<file path="config.mk">
export PLATFORM = sky130hd
export DESIGN_NAME = ram_n
export DESIGN_NICKNAME = d
export VERILOG_FILES = /design/src/rtl/ram_pkg.sv /design/src/rtl/ram_clear_ctrl.sv /design/src/rtl/ram_n.sv
export SDC_FILE = /design/constraint.sdc
export NUM_CORES = 1
export LEC_CHECK = 0
export CAP_MARGIN = 30
export CELL_PAD_IN_SITES_DETAIL_PLACEMENT = 1
export CELL_PAD_IN_SITES_GLOBAL_PLACEMENT = 1
export CORE_ASPECT_RATIO = 1.1
export CORE_MARGIN = 2
export CORE_UTILIZATION = 51
export CTS_CLUSTER_SIZE = 24
export DETAILED_ROUTE_END_ITERATION = 16
export GPL_ROUTABILITY_DRIVEN = 0
export PLACE_DENSITY_LB_ADDON = 0.12
export RECOVER_POWER = 50
export SETUP_SLACK_MARGIN = 0.3
export SYNTH_ARGS = -nofsm -noshare
export SYNTH_HDL_FRONTEND = slang
export SYNTH_HIERARCHICAL = 1
export SYNTH_SLANG_ARGS = --single-unit
</file>
<file path="constraint.sdc">
create_clock -name clk -period 2.9 [get_ports clk]
set_clock_uncertainty 0.15 [all_clocks]
set_input_delay 0.58 -clock clk [delete_from_list [all_inputs] [get_ports clk]]
set_output_delay 0.58 -clock clk [all_outputs]
set_load 0.01 [all_outputs]
</file>
<file path="src/rtl/ram_pkg.sv">
// Shared definitions for the parametrised RAM (ram_n) and its clear controller.
// Contents: clear-sweep FSM state enum and default geometry constants.
// Optional feature macro used by ram_n: RAM_N_BYPASS_EN (write-through read path).
package ram_pkg;

    typedef enum logic [0:0] {
        RAM_IDLE  = 1'b0,
        RAM_CLEAR = 1'b1
    } ram_state_e;

    localparam int unsigned RAM_WIDTH_DEF  = 16;
    localparam int unsigned RAM_ADDR_W_DEF = 3;

endpackage

</file>
<file path="src/rtl/ram_clear_ctrl.sv">
// Zero-clear sweep controller for ram_n.
// Walks a pointer over every word, requesting a zero write each cycle, both
// after reset and on a synchronous clear request.
// Ports:
//   clk      in   system clock, rising edge
//   rst_n    in   asynchronous active-low reset (forces a fresh sweep)
//   clear    in   request to zero the whole array (ignored while sweeping)
//   busy     out  sweep in progress
//   clr_we   out  zero-write strobe for the array write port
//   clr_addr out  word being zeroed this cycle
module ram_clear_ctrl
    import ram_pkg::*;
#(
    parameter int unsigned ADDR_W = RAM_ADDR_W_DEF
) (
    input  logic              clk,
    input  logic              rst_n,
    input  logic              clear,
    output logic              busy,
    output logic              clr_we,
    output logic [ADDR_W-1:0] clr_addr
);

    ram_state_e        state_q, state_d;
    logic [ADDR_W-1:0] ptr_q, ptr_d;

    // Reset lands in CLEAR so the array (which has no reset of its own) is swept.
    always_ff @(posedge clk or negedge rst_n) begin
        if (!rst_n) begin
            state_q <= RAM_CLEAR;
            ptr_q   <= '0;
        end else begin
            state_q <= state_d;
            ptr_q   <= ptr_d;
        end
    end

    always_comb begin
        state_d  = state_q;
        ptr_d    = ptr_q;
        busy     = 1'b0;
        clr_we   = 1'b0;
        clr_addr = ptr_q;
        unique case (state_q)
            RAM_IDLE: begin
                if (clear) begin
                    state_d = RAM_CLEAR;
                    ptr_d   = '0;
                end
            end
            RAM_CLEAR: begin
                busy   = 1'b1;
                clr_we = 1'b1;
                // Wrap to 0 coincides with leaving CLEAR; clear requests are ignored here.
                ptr_d  = ptr_q + ADDR_W'(1);
                if (ptr_q == '1) begin
                    state_d = RAM_IDLE;
                end
            end
            default: begin
                state_d = RAM_IDLE;
            end
        endcase
    end

endmodule

</file>
<file path="src/rtl/ram_n.sv">
// Parametrised RAM: combinational read, clocked write, hardware zero-clear sweep.
// Depth is 2**ADDR_W. Writes are dropped while busy or when clear is requested.
// Optional macro RAM_N_BYPASS_EN: while idle with load=1 and clear=0, out
// shows in combinationally (write-through). Undefined by default.
// Ports:
//   clk     in   system clock, rising edge
//   rst_n   in   asynchronous active-low reset (starts a clear sweep)
//   in      in   write data
//   load    in   write enable
//   address in   read/write address
//   clear   in   request to zero the whole array
//   out     out  read data (0 while busy)
//   busy    out  clear sweep in progress
module ram_n
    import ram_pkg::*;
#(
    parameter int unsigned WIDTH  = RAM_WIDTH_DEF,
    parameter int unsigned ADDR_W = RAM_ADDR_W_DEF
) (
    input  logic              clk,
    input  logic              rst_n,
    input  logic [WIDTH-1:0]  in,
    input  logic              load,
    input  logic [ADDR_W-1:0] address,
    input  logic              clear,
    output logic [WIDTH-1:0]  out,
    output logic              busy
);

    localparam int unsigned DEPTH = 2 ** ADDR_W;

    logic [WIDTH-1:0]  mem [DEPTH];
    logic              clr_we;
    logic [ADDR_W-1:0] clr_addr;
    logic              we;
    logic [ADDR_W-1:0] waddr;
    logic [WIDTH-1:0]  wdata;

    ram_clear_ctrl #(
        .ADDR_W (ADDR_W)
    ) u_clear_ctrl (
        .clk      (clk),
        .rst_n    (rst_n),
        .clear    (clear),
        .busy     (busy),
        .clr_we   (clr_we),
        .clr_addr (clr_addr)
    );

    // Sweep owns the write port while busy; a same-cycle clear drops the user write.
    always_comb begin
        we    = 1'b0;
        waddr = address;
        wdata = in;
        if (clr_we) begin
            we    = 1'b1;
            waddr = clr_addr;
            wdata = '0;
        end else if (load && !clear) begin
            we = 1'b1;
        end
    end

    // No reset on the array: it is zeroed by the sweep.
    always_ff @(posedge clk) begin
        if (we) begin
            mem[waddr] <= wdata;
        end
    end

    always_comb begin
        out = '0;
        if (!busy) begin
            out = mem[address];
`ifdef RAM_N_BYPASS_EN
            if (load && !clear) begin
                out = in;
            end
`endif
        end
    end

endmodule

</file>
=== Word level (Yosys, flattened, before mapping) ===
Memory sizes are Yosys's and may differ from the RTL's.
Cells that the tools add are included.

* Eq/ne operators: 2
* Add/sub/neg operators: 1
* Bitwise logic cells: 1
* Multiplexer cells: 13
* Reduce and logical (&&, ||, !) cells: 2

{| class="wikitable"
|+ Operators with widths
! cell !! number
|-
| $mux W16 || 2
|-
| $mux W1 || 7
|-
| $mux W3 || 2
|-
| $pmux W3 S2 || 1
|-
| $add A3 B1 Y3 const B || 1
|-
| $eq A3 B3 Y1 const B || 1
|-
| $ne A2 B2 Y1 const B || 1
|-
| $pmux W1 S2 || 1
|-
| $logic_and A1 B1 Y1 || 1
|-
| $logic_not A1 Y1 || 1
|-
| $not A1 Y1 || 1
|}

* Register bits after elaboration: 4
* Memories: 1
* Logic and storage cells: 22
* Bits in writable memories: 128
* Bits of input ports: 23
* Output and inout port bits: 17

{| class="wikitable"
|+ Memory list
! memory !! words !! width !! read ports !! clocked after Yosys merged registers in !! write ports !! RTL line !! source
|-
| mem || 8 || 16 || 1 || 0 || 1 || ram_n.sv:32 || <nowiki>logic [WIDTH-1:0] mem [DEPTH];</nowiki>
|}

=== Depth between registers and ports, before layout ===
* Depth after elaboration: 6
* Depth in mapped cells: 5

=== By module ===
The synthesis kept the hierarchy.

{| class="wikitable"
|+ By module, submodules not included
! module !! cells each !! area each (um2) !! times used
|-
| ram_n || 245 || 5124.9 || 1
|-
| ram_clear_ctrl || 14 || 187.7 || 1
|}

=== Worst setup path before layout ===
No wires, ideal clock.

* Path kind: register to register
* From: reg u_clear_ctrl.state_q
* To: mem mem[4][0] (netlist name) (enable)
* Path slack: 0.421 ns
* Arrival: 1.941 ns
* Data required time: 2.362 ns
* Cell stages (with the launch flop): 5
* Path buffers: 2
* Setup time: 0.388 ns
* Cell sequence: dfstp_2 > buf_4 > clkbuf_1 > a21oi_1 > nor2_1

* Longest elaborated chain between the ends: 4
* Elaborated cells between the ends (all ways): 5

{| class="wikitable"
|+ RTL lines
! item !! RTL line !! source
|-
| start: declaration || ram_clear_ctrl.sv:24 || <nowiki>ram_state_e state_q, state_d;</nowiki>
|-
| start signal: assignment || ram_clear_ctrl.sv:33 || <nowiki>state_q <= state_d;</nowiki>
|-
| $mux W1 (*) || ram_clear_ctrl.sv:44 || <nowiki>unique case (state_q)</nowiki>
|-
| named net clr_we || ram_n.sv:33 || <nowiki>logic clr_we;</nowiki>
|-
| $mux W1 || ram_n.sv:55 || <nowiki>if (clr_we) begin</nowiki>
|-
| $mux W1 || ram_n.sv:66 || <nowiki>if (we) begin</nowiki>
|-
| $mux W1 (not written as such) || ram_n.sv:67 || <nowiki>mem[waddr] <= wdata;</nowiki>
|-
| end: declaration || ram_n.sv:32 ||
|}

The timed path passes the listed nets; every way through them passes the cells marked *.

=== Worst setup path after layout ===
* From: in address[0]
* To: out out[0]

* Longest elaborated chain between the ends: 2

{| class="wikitable"
|+ RTL lines
! item !! RTL line !! source
|-
| start: declaration || ram_n.sv:24 || <nowiki>input logic [ADDR_W-1:0] address,</nowiki>
|-
| $mem_v2 Z8 W16 || - ||
|-
| $mux W16 || ram_n.sv:73 || <nowiki>if (!busy) begin</nowiki>
|-
| end: declaration || ram_n.sv:26 || <nowiki>output logic [WIDTH-1:0] out,</nowiki>
|}

Every way passes these cells.

==> flow_results.org <==
** Layout
- N_diodes :: 0
- The post-route netlist has 31.9% of its cells at a drive strength greater than 1.
- The area growth from synthesis to layout is 26.8%.
- Multi-input logic area :: 1230 um2
- Final cell area excluding filler cells :: 6740 um2
- In the final design database the tool counted 363 nets.
- Registers take 3950 um2.
- After filler insertion, the fill cell instance count of the layout stands at 846.
- Post-layout utilization of the core :: 65.7%

** Critical path
- Worst Path Buf+Inv :: 4
- Critical path fanouts, max :: 12
- Kind of capture point of the worst setup path :: output pin
- The critical path goes through dlygate4sd3_1, buf_12, buf_4, mux2i_1, nor2_1, buf_2.
- For this design, the slowest cell found on the critical path is sky130_fd_sc_hd__dlygate4sd3_1.
- At the worst endpoint, the required time is 2170 ps.
- In this design, the stage delay of the slowest critical-path cell is 570 ps.
- Broken down by cell family, the worst path's largest delay share belongs to buffers and inverters.
- For the worst flop-to-flop path, the logic depth is 5.
- Arrival @ worst endpoint :: around 1900 ps
- Logic depth of the worst path, buffers included :: 6
- Startpoint Class :: primary input
- Type of the setup path with the least slack :: in -> out

** Global route
- The initial antenna violation count came to 0.
- Entering global routing, the biggest net connects between 40 and 50 pins.
- Across every metal layer, demand over resource in global routing totals 23.9%.
- The number of global-route vias before repair was 3042.
- The first global-routing pass estimated between 15000 and 20000 um of wire.
- The total overflow left after global routing is 0.

** Power and ir drop
- Combinational logic burns around a quarter of the power.
- The clock network burns between 30% and 40% of the power.
- Of the total power, the share spent switching nets is 28.4%.
- Across the VDD grid, the largest voltage drop is around 0.00056 V.
- Leak Pwr :: between 2 and 2.5 nW
- In this run, flip-flops and latches consume 44.9% of the power.
- For this design the ratio of total power to cell area is about 1000 nW/um2.
- Summed over all nets, the switching power comes to 1.99 mW.
- Cell internal power was estimated by the tool at 5.02 mW.

** Logic synthesis
- Yosys printed 6 warnings.
- Library cell occupying the most area in the post-synthesis netlist :: sky130_fd_sc_hd__edfxtp_1
- Sorting the synthesized cells by how often they occur yields 128 x sky130_fd_sc_hd__edfxtp_1, 29 x sky130_fd_sc_hd__mux4_2, 26 x sky130_fd_sc_hd__nor2_1.
- The share of synthesized area in the top cell type comes to 72.4%.
- Synthesized instance count :: roughly 260
- For this run, asynchronously set or reset flops after synthesis account for 3.03%.
- Counting distinct cell types in the post-synthesis netlist gives 26.
- Top area cells in the synthesized netlist :: sky130_fd_sc_hd__edfxtp_1 72%, sky130_fd_sc_hd__mux4_2 12%, sky130_fd_sc_hd__mux2i_1 3.4%
- The synthesized netlist occupies a cell area of around 5300 um2.
- Library cell with the highest instance count after synthesis :: sky130_fd_sc_hd__edfxtp_1
- The average instance in the mapped netlist occupies ~21 um2.
- Number of synthesized flops with an enable pin :: around 130
- In the synthesized netlist the dominant register cell turns out to be sky130_fd_sc_hd__edfxtp_1.
- In this run, synthesis produced a sequential element count of 132.
- Number of nets produced by synthesis :: 284
- Sequential cells were found to cover between 70% and 80% of the synthesized design area.

** Clock tree
- Depth of the CTS H-tree :: 4
- Total clock buffers created by CTS :: 17
- The clock passes through at most 2 buffers.
- Clock tree synthesis found a total of roughly 130 sinks.
- Root Buffer Master :: sky130_fd_sc_hd__clkbuf_16
- For this design, the CTS-stage hold fixing added 0 buffers.
- TritonCTS built the clock tree.
- Clk slew on worst S/H paths :: 50 ps
- Skew-Pair Late Insertion Delay :: between 400 and 500 ps

** STA
- Post-route setup slack :: 264 ps
- Setup violations remaining at the end of the flow were counted as 0.
- For this run, the top clock speed supported by timing is 379 MHz.
- Transition time of the tightest slew-check pin :: between 500 and 600 ps
- Hold Worst Slack :: 280 ps
- Final period utilization :: ~90%
- Hold violation count in the final report :: 0
- After layout, the minimum clock period comes to around 2600 ps.
- Setup repair after global routing could not meet its margin everywhere.
- Tightest slew margin relative to the limit :: 61.1%
- Max Transition Viols Final :: 0
- Total negative slack :: 0 ps

** Drt
- Number of design rule violations left after detail routing :: 0
- The final route contains 2734 vias.
- The routed design has 12100 um of wire.
- Using the TritonRoute via totals, the vias-per-cell ratio works out to approximately 5.8.
- The detailed router finished its first iteration with 184 violations.
- Count of nets left with antenna violations after detail routing :: 0
- The pre-antenna-repair detailed-routing pass consisted of 4 iterations.
- In the final routed layout, each cell accounts on average for between 20 and 30 um.

** Floorplan
- Die Ht :: 111 um
- The region available for standard cell placement spans between 10000 and 15000 um2.
- Starting density of the core :: 51.8%
- Area of the die :: 11300 um2
- The initialized floorplan defines 39 standard-cell rows.
- Boundary Pins :: 40
- Die span in x :: approximately 100 um

** Place
- Buffers placed on the I/O ports in this run total 39.
- HPWL after detailed placement :: 6540 um
- Post-placement worst setup slack :: -236 ps
- Placed cell areas :: 5970 um2

** Flow run
- Max-cap violations in this run came to 0.

** Status
- The flow ran to the end, and the final reports show no timing, DRC or antenna violations.

** Hold path
- Worst hold-check path type :: in -> async
cells in the final DEF (no fill, tap or decap), types with 4 or more instances in the layout:
cell,netlist,layout
sky130_fd_sc_hd__edfxtp_1,128,128
sky130_fd_sc_hd__mux4_2,29,32
sky130_fd_sc_hd__nor2_1,26,27
sky130_fd_sc_hd__buf_2,6,10
sky130_fd_sc_hd__buf_4,1,20
sky130_fd_sc_hd__clkbuf_16,0,17
sky130_fd_sc_hd__mux2i_1,18,17
sky130_fd_sc_hd__clkdlybuf4s50_1,0,9
sky130_fd_sc_hd__nor2b_1,17,17
sky130_fd_sc_hd__inv_1,4,4
sky130_fd_sc_hd__buf_12,2,11
sky130_fd_sc_hd__dlygate4sd3_1,0,12
sky130_fd_sc_hd__bufinv_16,0,4
timing repair:
| action | 4_1_cts | 5_1_grt |
|---|---|---|
| setup buffers | 7 | 4 |
| pin swaps | 0 | 0 |
| endpoints found under the setup margin | 16 | 13 |
| resized for setup | 63 | 8 |
| gates cloned | 2 | 0 |
cell type report:
type                    instances  share of cell area (%)
inverters                       4                   0.223
flip-flops and latches        132                    58.6
well taps                     123                    2.28
repair buffers                 75                    11.6
multi-input cells             108                    18.2
clock inverters                14                    2.77
clock buffers                  18                    6.37
kinds of logic after synthesis:
logic type                 share of synthesized area, %
DFF                                                74.3
and+or+nand+nor                                    4.50
adders and majority gates                         0.471
muxes                                              17.2
buffers and inverters                              2.45
AOI/OAI and AO/OA                                  1.15
metal layers:
metal / wire, um / share of wire, % / track usage [%]
met5: 0 / 0 / 0
met4: 229 / 1.9 / 8.92
met3: 467 / 3.9 / 5.80
met2: 6560 / 54 / 39.6
met1: 4850 / 40 / 30.6
worst reg2reg max path, cell delays in order, from the launching register on:
cell and delay [ps]:
sky130_fd_sc_hd__dfstp_1 380, sky130_fd_sc_hd__buf_12 190, sky130_fd_sc_hd__nor4b_1 390, sky130_fd_sc_hd__a21oi_1 160
sky130_fd_sc_hd__nor2_1 210, sky130_fd_sc_hd__buf_4 280
final timing paths:
path	from	end	slack (ps)
worst max register to register	u_clear_ctrl/state_q	mem[0][7]	840
max in group asynchronous	rst_n	u_clear_ctrl/state_q	2090
worst min-delay path	rst_n	u_clear_ctrl/clr_addr[0]	280
min in group clk	u_clear_ctrl/clr_addr[0]	u_clear_ctrl/clr_addr[0]	410
worst min register to register	u_clear_ctrl/clr_addr[0]	u_clear_ctrl/clr_addr[0]	410
worst max-delay path	address[0]	out[0]	260
sequential cells by signal, summed over array words and instances (netlist names):
| register | flops |
|---|---|
| u_clear_ctrl/state_q | 1 |
| u_clear_ctrl/clr_addr | 3 |
| mem | 128 |
power groups by stage:
stage	Combinational (mW)	Clock, mW	Sequential (mW)
after global placement	1.60	0	3.10
after floorplan	0.911	0	3.10
after CTS	1.67	2.25	3.14
final	1.64	2.22	3.15
after global routing	1.77	2.33	3.20
after detailed placement	1.66	0	3.16
per-stage QoR:
step / total power [mW] / cells
6_report: 7.01 / 474
2_1_floorplan: 4.01 / 259
3_3_place_gp: 4.70 / 429
4_1_cts: 7.06 / 470
5_1_grt: 7.30 / 474
3_5_place_dp: 4.81 / 429
Note: power is estimated with default switching activity, not from simulation.
